<file path="config.mk">
export PLATFORM = sky130hd
export DESIGN_NAME = weight_update_engine
export DESIGN_NICKNAME = d
export VERILOG_FILES = /design/src/rtl/snn_pkg.sv /design/src/rtl/wupd_sat.sv /design/src/rtl/weight_update_engine.sv
export SDC_FILE = /design/constraint.sdc
export NUM_CORES = 1
export LEC_CHECK = 0
export ABC_AREA = 1
export BUFFER_PORTS_ARGS = -buffer_cell sky130_fd_sc_hd__buf_2
export CORE_UTILIZATION = 52
export CTS_CLUSTER_DIAMETER = 40
export DETAILED_ROUTE_END_ITERATION = 8
export GPL_TIMING_DRIVEN = 0
export PLACE_DENSITY = 0.81
export SLEW_MARGIN = 20
export SYNTH_ARGS = -nofsm -noshare
export SYNTH_HDL_FRONTEND = slang
export SYNTH_HIERARCHICAL = 1
export SYNTH_SLANG_ARGS = --single-unit
</file>
<file path="constraint.sdc">
create_clock -name clk -period 5.4 [get_ports clk]
set_clock_uncertainty 0.1 [all_clocks]
set_input_delay 0.27 -clock clk [delete_from_list [all_inputs] [get_ports clk]]
set_output_delay 0.27 -clock clk [all_outputs]
set_load 0.02 [all_outputs]
</file>
<file path="src/rtl/snn_pkg.sv">
// Shared constants and types for the SNN weight-update datapath.
// Default sizing: 784 inputs per neuron, 16 output neurons, 24-bit unsigned
// weights, and the latency from the muxer's sweep index to its LUT deltas.
package snn_pkg;

    localparam int M       = 784;
    localparam int N       = 16;
    localparam int NW      = 4;
    localparam int W       = 24;
    localparam int IW      = 10;
    localparam int AW      = NW + IW;
    localparam int DEL_LAT = 2;

    localparam logic [W-1:0] WMAX = {W{1'b1}};

    typedef enum logic [1:0] {
        ST_IDLE  = 2'd0,
        ST_SWEEP = 2'd1,
        ST_DRAIN = 2'd2,
        ST_DONE  = 2'd3
    } wupd_state_t;

endpackage

</file>
<file path="src/rtl/wupd_sat.sv">
// Combinational saturating update: clamp(w + plus - minus, 0, WMAX).
// The sum is formed at W+2 signed bits, so neither the overflow of w + plus
// nor the underflow of the subtraction can wrap.
module wupd_sat #(
    parameter int           W    = 24,
    parameter logic [W-1:0] WMAX = {W{1'b1}}
) (
    input  logic [W-1:0] i_w,
    input  logic [W-1:0] i_plus,
    input  logic [W-1:0] i_minus,
    output logic [W-1:0] o_w
);

    logic signed [W+1:0] w_sum;
    logic signed [W+1:0] w_max_ext;

    assign w_sum     = $signed({2'b00, i_w}) + $signed({2'b00, i_plus}) - $signed({2'b00, i_minus});
    assign w_max_ext = $signed({2'b00, WMAX});

    // Clamp the extended sum to the representable weight range.
    always_comb begin
        o_w = w_sum[W-1:0];
        if (w_sum < 0) begin
            o_w = '0;
        end else if (w_sum > w_max_ext) begin
            o_w = WMAX;
        end
    end

endmodule

</file>
<file path="src/rtl/weight_update_engine.sv">
// Weight update engine. A winner pulse latches the winning output neuron;
// the muxer's ip_select sweep is then aged by DEL_LAT cycles to line up with
// the LUT deltas, and each index 1..M-1 of that neuron's weight row gets a
// read-modify-write: w <- clamp(w + del_w_plus - del_w_minus, 0, WMAX).
// Pipeline: capture (read strobe) -> read data -> registered write.
module weight_update_engine #(
    parameter int           M       = snn_pkg::M,
    parameter int           N       = snn_pkg::N,
    parameter int           NW      = snn_pkg::NW,
    parameter int           W       = snn_pkg::W,
    parameter logic [W-1:0] WMAX    = {W{1'b1}},
    parameter int           DEL_LAT = snn_pkg::DEL_LAT
) (
    input  logic            clk,
    input  logic            rst,
    input  logic [N-1:0]    start_wch,
    input  logic [9:0]      ip_select,
    input  logic [W-1:0]    del_w_plus,
    input  logic [W-1:0]    del_w_minus,
    output logic            w_rd_en,
    output logic [NW+9:0]   w_rd_addr,
    input  logic [W-1:0]    w_rd_data,
    output logic            w_wr_en,
    output logic [NW+9:0]   w_wr_addr,
    output logic [W-1:0]    w_wr_data,
    output logic            busy,
    output logic            done,
    output logic            overrun
);

    import snn_pkg::*;

    localparam int IDXW  = 10;
    localparam int ADDRW = NW + IDXW;

    // Control state
    wupd_state_t       r_state;
    logic [NW-1:0]     r_winner;
    logic              r_busy;
    logic              r_done;
    logic              r_overrun;

    // Delay line aligning the sweep index with the LUT deltas
    logic [IDXW-1:0]   r_dl [DEL_LAT];
    logic [IDXW-1:0]   w_idx_d;

    // Capture / read stage
    logic              r_rd_en;
    logic [ADDRW-1:0]  r_rd_addr;
    logic [W-1:0]      r_p1_plus;
    logic [W-1:0]      r_p1_minus;

    // Read-data stage
    logic              r_v2;
    logic [ADDRW-1:0]  r_a2;
    logic [W-1:0]      r_p2_plus;
    logic [W-1:0]      r_p2_minus;

    // Write stage
    logic              r_wr_en;
    logic [ADDRW-1:0]  r_wr_addr;
    logic [W-1:0]      r_wr_data;

    logic [N-1:0]      w_first;
    logic [NW-1:0]     w_winner;
    logic [W-1:0]      w_sat;
    logic              w_accept;
    logic              w_capture;
    logic              w_last_cap;
    logic              w_last_write;

    assign w_idx_d      = r_dl[DEL_LAT-1];
    assign w_accept     = (r_state == ST_IDLE) && (|start_wch);
    assign w_capture    = (r_state == ST_SWEEP) && (w_idx_d != '0);
    assign w_last_cap   = w_capture && (w_idx_d == IDXW'(M - 1));
    // The final write is on the bus and nothing is left behind it.
    assign w_last_write = r_wr_en && !r_rd_en && !r_v2;

    // Isolate the lowest set bit of the winner vector.
    genvar gi;
    generate
        for (gi = 0; gi < N; gi++) begin : g_prio
            localparam logic [N-1:0] LOWER = {N{1'b1}} >> (N - gi);
            assign w_first[gi] = start_wch[gi] & ~(|(start_wch & LOWER));
        end
    endgenerate

    // Encode the isolated bit into a neuron number.
    always_comb begin
        w_winner = '0;
        for (int i = 0; i < N; i++) begin
            if (w_first[i]) begin
                w_winner = w_winner | NW'(i);
            end
        end
    end

    // Age ip_select by DEL_LAT cycles; cleared when a new sweep is accepted.
    always_ff @(posedge clk or posedge rst) begin
        if (rst) begin
            for (int i = 0; i < DEL_LAT; i++) begin
                r_dl[i] <= '0;
            end
        end else if (w_accept) begin
            for (int i = 0; i < DEL_LAT; i++) begin
                r_dl[i] <= '0;
            end
        end else if (r_state == ST_SWEEP) begin
            r_dl[0] <= ip_select;
            for (int i = 1; i < DEL_LAT; i++) begin
                r_dl[i] <= r_dl[i-1];
            end
        end
    end

    // Capture stage: issue the read and hold the matching deltas.
    always_ff @(posedge clk or posedge rst) begin
        if (rst) begin
            r_rd_en    <= 1'b0;
            r_rd_addr  <= '0;
            r_p1_plus  <= '0;
            r_p1_minus <= '0;
        end else begin
            r_rd_en <= w_capture;
            if (w_capture) begin
                r_rd_addr  <= {r_winner, w_idx_d};
                r_p1_plus  <= del_w_plus;
                r_p1_minus <= del_w_minus;
            end
        end
    end

    // Read-data stage: carry address and deltas alongside the RAM latency.
    always_ff @(posedge clk or posedge rst) begin
        if (rst) begin
            r_v2       <= 1'b0;
            r_a2       <= '0;
            r_p2_plus  <= '0;
            r_p2_minus <= '0;
        end else begin
            r_v2       <= r_rd_en;
            r_a2       <= r_rd_addr;
            r_p2_plus  <= r_p1_plus;
            r_p2_minus <= r_p1_minus;
        end
    end

    wupd_sat #(
        .W    (W),
        .WMAX (WMAX)
    ) u_sat (
        .i_w     (w_rd_data),
        .i_plus  (r_p2_plus),
        .i_minus (r_p2_minus),
        .o_w     (w_sat)
    );

    // Write stage: register the saturated weight and its address.
    always_ff @(posedge clk or posedge rst) begin
        if (rst) begin
            r_wr_en   <= 1'b0;
            r_wr_addr <= '0;
            r_wr_data <= '0;
        end else begin
            r_wr_en <= r_v2;
            if (r_v2) begin
                r_wr_addr <= r_a2;
                r_wr_data <= w_sat;
            end
        end
    end

    // Sweep control with registered busy / done / overrun flags.
    always_ff @(posedge clk or posedge rst) begin
        if (rst) begin
            r_state   <= ST_IDLE;
            r_winner  <= '0;
            r_busy    <= 1'b0;
            r_done    <= 1'b0;
            r_overrun <= 1'b0;
        end else begin
            case (r_state)
                ST_IDLE: begin
                    r_done <= 1'b0;
                    if (w_accept) begin
                        r_winner <= w_winner;
                        r_busy   <= 1'b1;
                        r_state  <= ST_SWEEP;
                    end
                end
                ST_SWEEP: begin
                    if (|start_wch) begin
                        r_overrun <= 1'b1;
                    end
                    if (w_last_cap) begin
                        r_state <= ST_DRAIN;
                    end
                end
                ST_DRAIN: begin
                    if (|start_wch) begin
                        r_overrun <= 1'b1;
                    end
                    if (w_last_write) begin
                        r_busy  <= 1'b0;
                        r_done  <= 1'b1;
                        r_state <= ST_DONE;
                    end
                end
                ST_DONE: begin
                    if (|start_wch) begin
                        r_overrun <= 1'b1;
                    end
                    r_done  <= 1'b0;
                    r_state <= ST_IDLE;
                end
                default: begin
                    r_busy  <= 1'b0;
                    r_done  <= 1'b0;
                    r_state <= ST_IDLE;
                end
            endcase
        end
    end

    assign w_rd_en   = r_rd_en;
    assign w_rd_addr = r_rd_addr;
    assign w_wr_en   = r_wr_en;
    assign w_wr_addr = r_wr_addr;
    assign w_wr_data = r_wr_data;
    assign busy      = r_busy;
    assign done      = r_done;
    assign overrun   = r_overrun;

endmodule

</file>
* After elaboration in Yosys (flattened, before gate mapping)
Index checks and enable logic that the tools add are counted.
** Operators by class
- Magnitude comparators :: 2
- Reduce and logical (&&, ||, !) cells :: 34
- Add/subtract/negate cells :: 2
- Multiplexer cells :: 28
- $mul :: 0
- Divide/modulo/power cells :: 0
- Bitwise logic cells :: 30
- Equality and inequality tests :: 7
- Shift operators :: 0
** Operators by type and width (count)
- $mux 24 :: 2
- $mux 20 :: 2
- $mux 4 :: 8
- $gt 26x25->1 const B :: 1
- $lt 26x1->1 const B :: 1
- $sub 25x24->26 :: 1
- $add 24x24->25 :: 1
- $reduce_or 16->1 :: 1
- $and 1x1->1 :: 15
- $not 1->1 :: 15
- $reduce_or 15->1 :: 1
- $reduce_or 14->1 :: 1
- $reduce_or 13->1 :: 1
- $mux 3 :: 4
- $reduce_or 12->1 :: 1
- $reduce_or 11->1 :: 1
- $eq 10x10->1 const B :: 1
- $mux 2 :: 5
- $reduce_bool 10->1 :: 1
- $reduce_or 10->1 :: 1
- $reduce_or 9->1 :: 1
- $pmux 2 s4 :: 1
- $reduce_or 8->1 :: 1
- $reduce_or 7->1 :: 1
- 16 further kinds :: 35
** Storage, ports and cells
- Input port bits :: 100
- Latch bits :: 0
- Memories :: 0
- ROM bits :: 0
- Register bits :: 194
- Bits in writable memories :: 0
- Logic and storage cells :: 121

* Logic depth before layout (Yosys ltp)
- Depth in word-level cells :: 17
- Gate-level depth with buffers :: 19

* Modules after synthesis
The synthesis kept the hierarchy.
** By module, submodules not included
- weight_update_engine :: times used 1, area each 7046.8 um2, cells an instance 689, seq. area each 4854.7 um2
- wupd_sat :: times used 1, area each 3185.6 um2, cells an instance 553, seq. area each 0.0 um2

* Worst setup path before layout
Ideal clock, no wire load.
- Path kind :: flip-flop to flip-flop
- From :: register r_p2_plus[1]
- To :: register r_wr_data[14], in the netlist w_wr_data[14]
- Buffers on the path :: 1
- Path slack :: 2830 ps
- Period minus slack after synthesis :: 2570 ps
- Arrival :: 2353 ps
- Library setup time :: 117 ps
- Cell stages (with the launch flop) :: 16
- Cell sequence :: dfrtp_1 -> fa_1 -> fa_1 -> nand2_1 -> nand2_1 -> nand3_1 -> nand2_2 -> nand2_4 -> nand3_2 -> nand2_4 -> buf_6 -> nand3_2 -> nand2_2 -> inv_2 -> nand2_1 -> nand2_1
** Between the ends
- Longest elaborated chain between the ends :: 5
- Elaborated cells on any way between the ends :: 6
- Those cells by class :: add/sub (2); order compare (2); mux (2)
** Ends and longest elaborated chain
- start: declaration :: RTL line weight_update_engine.sv:56 : logic [W-1:0] r_p2_plus;
- start signal: assignment :: RTL line weight_update_engine.sv:143 : r_p2_plus <= r_p1_plus;
- $add 24x24->25 * :: RTL line wupd_sat.sv:17 : assign w_sum = $signed({2'b00, i_w}) + $signed({2'b00, i_plus}) - $signed({2'b00, i_minus});
- $sub 25x24->26 * :: RTL line wupd_sat.sv:17
- $gt 26x25->1 :: RTL line wupd_sat.sv:25 : end else if (w_sum > w_max_ext) begin
- $mux 24 :: RTL line wupd_sat.sv:25
- $mux 24 * :: RTL line wupd_sat.sv:23 : if (w_sum < 0) begin
- named net w_sat[14] :: RTL line weight_update_engine.sv:66 : logic [W-1:0] w_sat;
- end signal: assignment :: RTL line weight_update_engine.sv:168 : r_wr_data <= w_sat;
- end: declaration :: RTL line weight_update_engine.sv:62 : logic [W-1:0] r_wr_data;
The timed path passes the listed nets; every way through them passes the cells marked *.
A chain may end at the register's enable or synchronous reset.

* Worst setup path after layout
- From :: register r_p2_plus[1]
- To :: register r_wr_data[5], in the netlist w_wr_data[5]
The elaborated chain is that of the path after synthesis.

==> impl_metrics.py <==
metrics = {
    "synth": {
        "syn-instance-count": 1242,
        "synth.top_cells.by_count": "nand2_1 (499), dfrtp_1 (194), inv_1 (194)",
        "ys.flop_type": "dfrtp_1",
        "synth_most_common_cell": "nand2_1",
        "synth_area_leaders": "dfrtp_1 (47%), nand2_1 (18%), inv_1 (7.1%)",
        "synth_top_area_share_pct": 47.4,
        "synth_nets": 1394,
        "avgSynthCellArea_um2": 8.24,
        "synthesis.yosys.warnings": 6,
        "ys_seq_elements": 194,
        "synth.largest_area_cell": "dfrtp_1",
        "ys_types": 40,
        "async_flop_share_pct": 100,
        "syn_area_um2": 10200,
        "synth_enable_flop_cells": 0,
        "yosysSeqAreaShare_pct": 47.4,
    },
    "finish": {
        "area_delta_synth_final_pct": 22.6,
        "drive_gt1_share_pct": 21.6,
        "diodes": 0,
        "nNetsFinal": 1628,
    },
    "critical_path": {
        "max_stage_delay_ns": 0.53,
        "rrSetupSlack_ns": 2.50,
        "crit_top_cell": "nand2_1",
        "r2r.worst_path.cells": 15,
        "end_kind": "register",
        "crit_type": "register to register",
        "slowest_stage": "fa_1",
        "worstSetupStartpointType": "register",
        "reg2reg_from": "r_p2_plus[1]$_DFF_PP0_",
        "cp.required_ns": 5.62,
        "arrival_ns": 3.12,
        "path_max_fanout": 10,
        "r2r_end": "w_wr_data[5]$_DFFE_PP0P_",
        "path_cells": "fa_1 > fa_1 > nand2_1 > nand2_1 > nand3_1 > nand2_2 > nand2_4 > nand3_2 > nand2_4 > buf_6 > nand3_2 > nand2_1 > inv_1 > nand2_1 > nand2_1",
    },
    "global_routing": {
        "use_met1_pct": 32.5,
        "met2_usage_pct": 42.3,
        "grt_pass1_vias": 8313,
        "grt-busiest-layer": "met2",
        "grt_pass1_wl_um": 39000,
        "grt_usage_pct": 24.8,
        "grt_max_degree": 37,
        "antenna_found_initial": 0,
        "grt_use_met3_pct": 3.57,
        "grt.overflow.total": 0,
    },
    "die": {
        "boundaryPins": 157,
        "core_area_um2": 19000,
        "std_cell_rows": 50,
        "die-width_um": 142,
        "die_h_um": 142,
        "start_util_pct": 53.8,
        "fp.dieArea_um2": 20200,
    },
    "detailed_routing": {
        "wl_per_cell_um": 13.3,
        "totalWireLength_um": 23300,
        "vias_per_cell": 4.76,
        "drt_iter0_drc": 486,
        "drtPass1Iterations": 5,
        "antenna_left": 0,
        "vias": 8319,
        "drt_drc_violations_left": 0,
    },
    "clock_tree": {
        "cts_root_buffer": "clkbuf_16",
        "cts_max_path_buffers": 2,
        "worstSkewPairLatency_ns": 0.43,
        "ctsHoldBuffers": 53,
        "h-tree-depth": 4,
        "cts_setup_buffers": 0,
        "clock-sinks": 194,
        "cts-resized-gates": 0,
        "tritoncts": "done",
        "cts.clk_slew.worst_paths_ns": 0.07,
        "cts_buffers": 17,
    },
    "place": {
        "port_buffers": 156,
        "gp_congestion": 0.915,
        "pre_cts_ws_ns": 2.50,
        "dpl.hpwl_um": 17400,
    },
    "timing": {
        "finalMaxSlewViolations": 0,
        "setup-tns-final_ns": 0,
        "fin_crit_sh_pct": 53.8,
        "rsz0062_at_grt": "no",
        "worst_slew_pin_slew_ns": 0.661,
        "fmaxAchievable_mhz": 344,
        "setup_slack_ns": 2.50,
        "finalHoldViolCount": 1,
        "final.min_clock_period_ns": 2.90,
        "slew_headroom_pct": 56.0,
        "setup_violations": 0,
        "hold-worst-slack_ns": -0.00236,
    },
    "job": {
        "drv_cap": 0,
    },
    "hold_path": {
        "holdPathEnd": "r_p1_minus[10]$_DFFE_PP0P_",
        "whs_path_depth": 3,
        "holdCritStartpoint": "del_w_minus[10]",
        "hp-class": "input port to register",
    },
    "status": {
        "status": "finished, violations left",
        "violations": "negative hold slack",
    },
}
## worst max-delay path by stage
stage	slack (ns)	cells past startpoint	from	to
3_5_place_dp	2.50	18	w_rd_data[15]	w_wr_data[3]$_DFFE_PP0P_
5_1_grt	2.26	17	r_p2_plus[14]$_DFF_PP0_	w_wr_data[5]$_DFFE_PP0P_
3_3_place_gp	1.51	2	rst	w_wr_addr[7]$_DFFE_PP0P_
4_1_cts	2.50	15	r_p2_plus[1]$_DFF_PP0_	w_wr_data[3]$_DFFE_PP0P_
2_1_floorplan	2.53	1	rst	busy$_DFFE_PP0P_
6_report	2.50	15	r_p2_plus[1]$_DFF_PP0_	w_wr_data[5]$_DFFE_PP0P_
## registers in the layout, summed over array words and instances (netlist names), 2 cells and up
name	flops
w_idx_d	10
r_dl	10
w_wr_addr	14
r_winner	4
w_wr_data	24
r_state	2
w_rd_addr	14
r_p1_minus	24
r_p1_plus	24
r_p2_minus	24
r_a2	14
r_p2_plus	24
## kinds of logic (layout without fill, tap and decap cells)
| group | after synthesis | in the layout | synth area share, % |
|---|---|---|---|
| xor gates and xnor gates | 9 | 9 | 0.770 |
| AOI/OAI and AO/OA | 64 | 64 | 4.11 |
| and+or+nand+nor | 678 | 678 | 29.8 |
| adders and majority gates | 52 | 52 | 8.12 |
| buffers and inverters | 245 | 491 | 9.75 |
| DFF | 194 | 194 | 47.4 |
## metrics by stage
| stage | cell area (um^2) | instances | utilization, % | hold WS, ns |
|---|---|---|---|---|
| finish | 12500 | 1748 | 66.0 | -0.00236 |
| global placement | 11300 | 1658 | 59.6 | 0.255 |
| CTS | 12500 | 1748 | 66.0 | 0.00141 |
| global route | 12500 | 1748 | 66.0 | 0.00125 |
| detailed placement | 11500 | 1664 | 60.3 | 0.223 |
| floorplan | 10200 | 1242 | - | 0.254 |
## area by class of cell
class	instances	area [um^2]
Inverter	217	823
Multi-Input combinational cell	803	4380
Fill cell	1583	6470
Sequential cell	194	4850
Timing Repair Buffer	215	1430
Buffer	28	178
Clock buffer	20	447
Tap cell	260	325
Clock inverter	11	105
## metal layers
| metal | up-vias | part of all wire, % | routed length, um |
|---|---|---|---|
| li1 | 4190 | - | - |
| met5 | - | 0 | 0 |
| met2 | 209 | 48 | 11300 |
| met3 | 37 | 4.1 | 953 |
| met4 | 0 | 2.1 | 493 |
| met1 | 3883 | 45 | 10600 |
## worst max-delay path: cells and delay by family (launching register included)
kind,cells,cell delay (ns)
adder cells (fa/ha/maj),2,1.06
flip-flops,1,0.38
buffers and inverters,2,0.22
AND/OR/NAND/NOR,11,1.04
## placed cells by master, fill, tap and decap left out, types with 6 or more instances in the layout
cell             n
ha_1            28
a21oi_1          9
nand2_4          9
inv_1          193
dlygate4sd3_1   53
nor2_2           6
nor2_1          48
dfrtp_1        194
buf_2          162
xnor2_1          7
nand4_1         13
nand3_1         34
nand3b_1         9
nand2_1        499
clkbuf_16       17
fa_1            24
buf_12           7
o21ai_0          6
clkbuf_1        13
nand3_2         18
inv_2           21
a21oi_2         19
nand2_2         22
o21ai_1         25
nor2_4           8
Power is left out: the tool's default activity adds up to more than one toggle a clock period on the data nets, which glitch-free logic cannot reach.
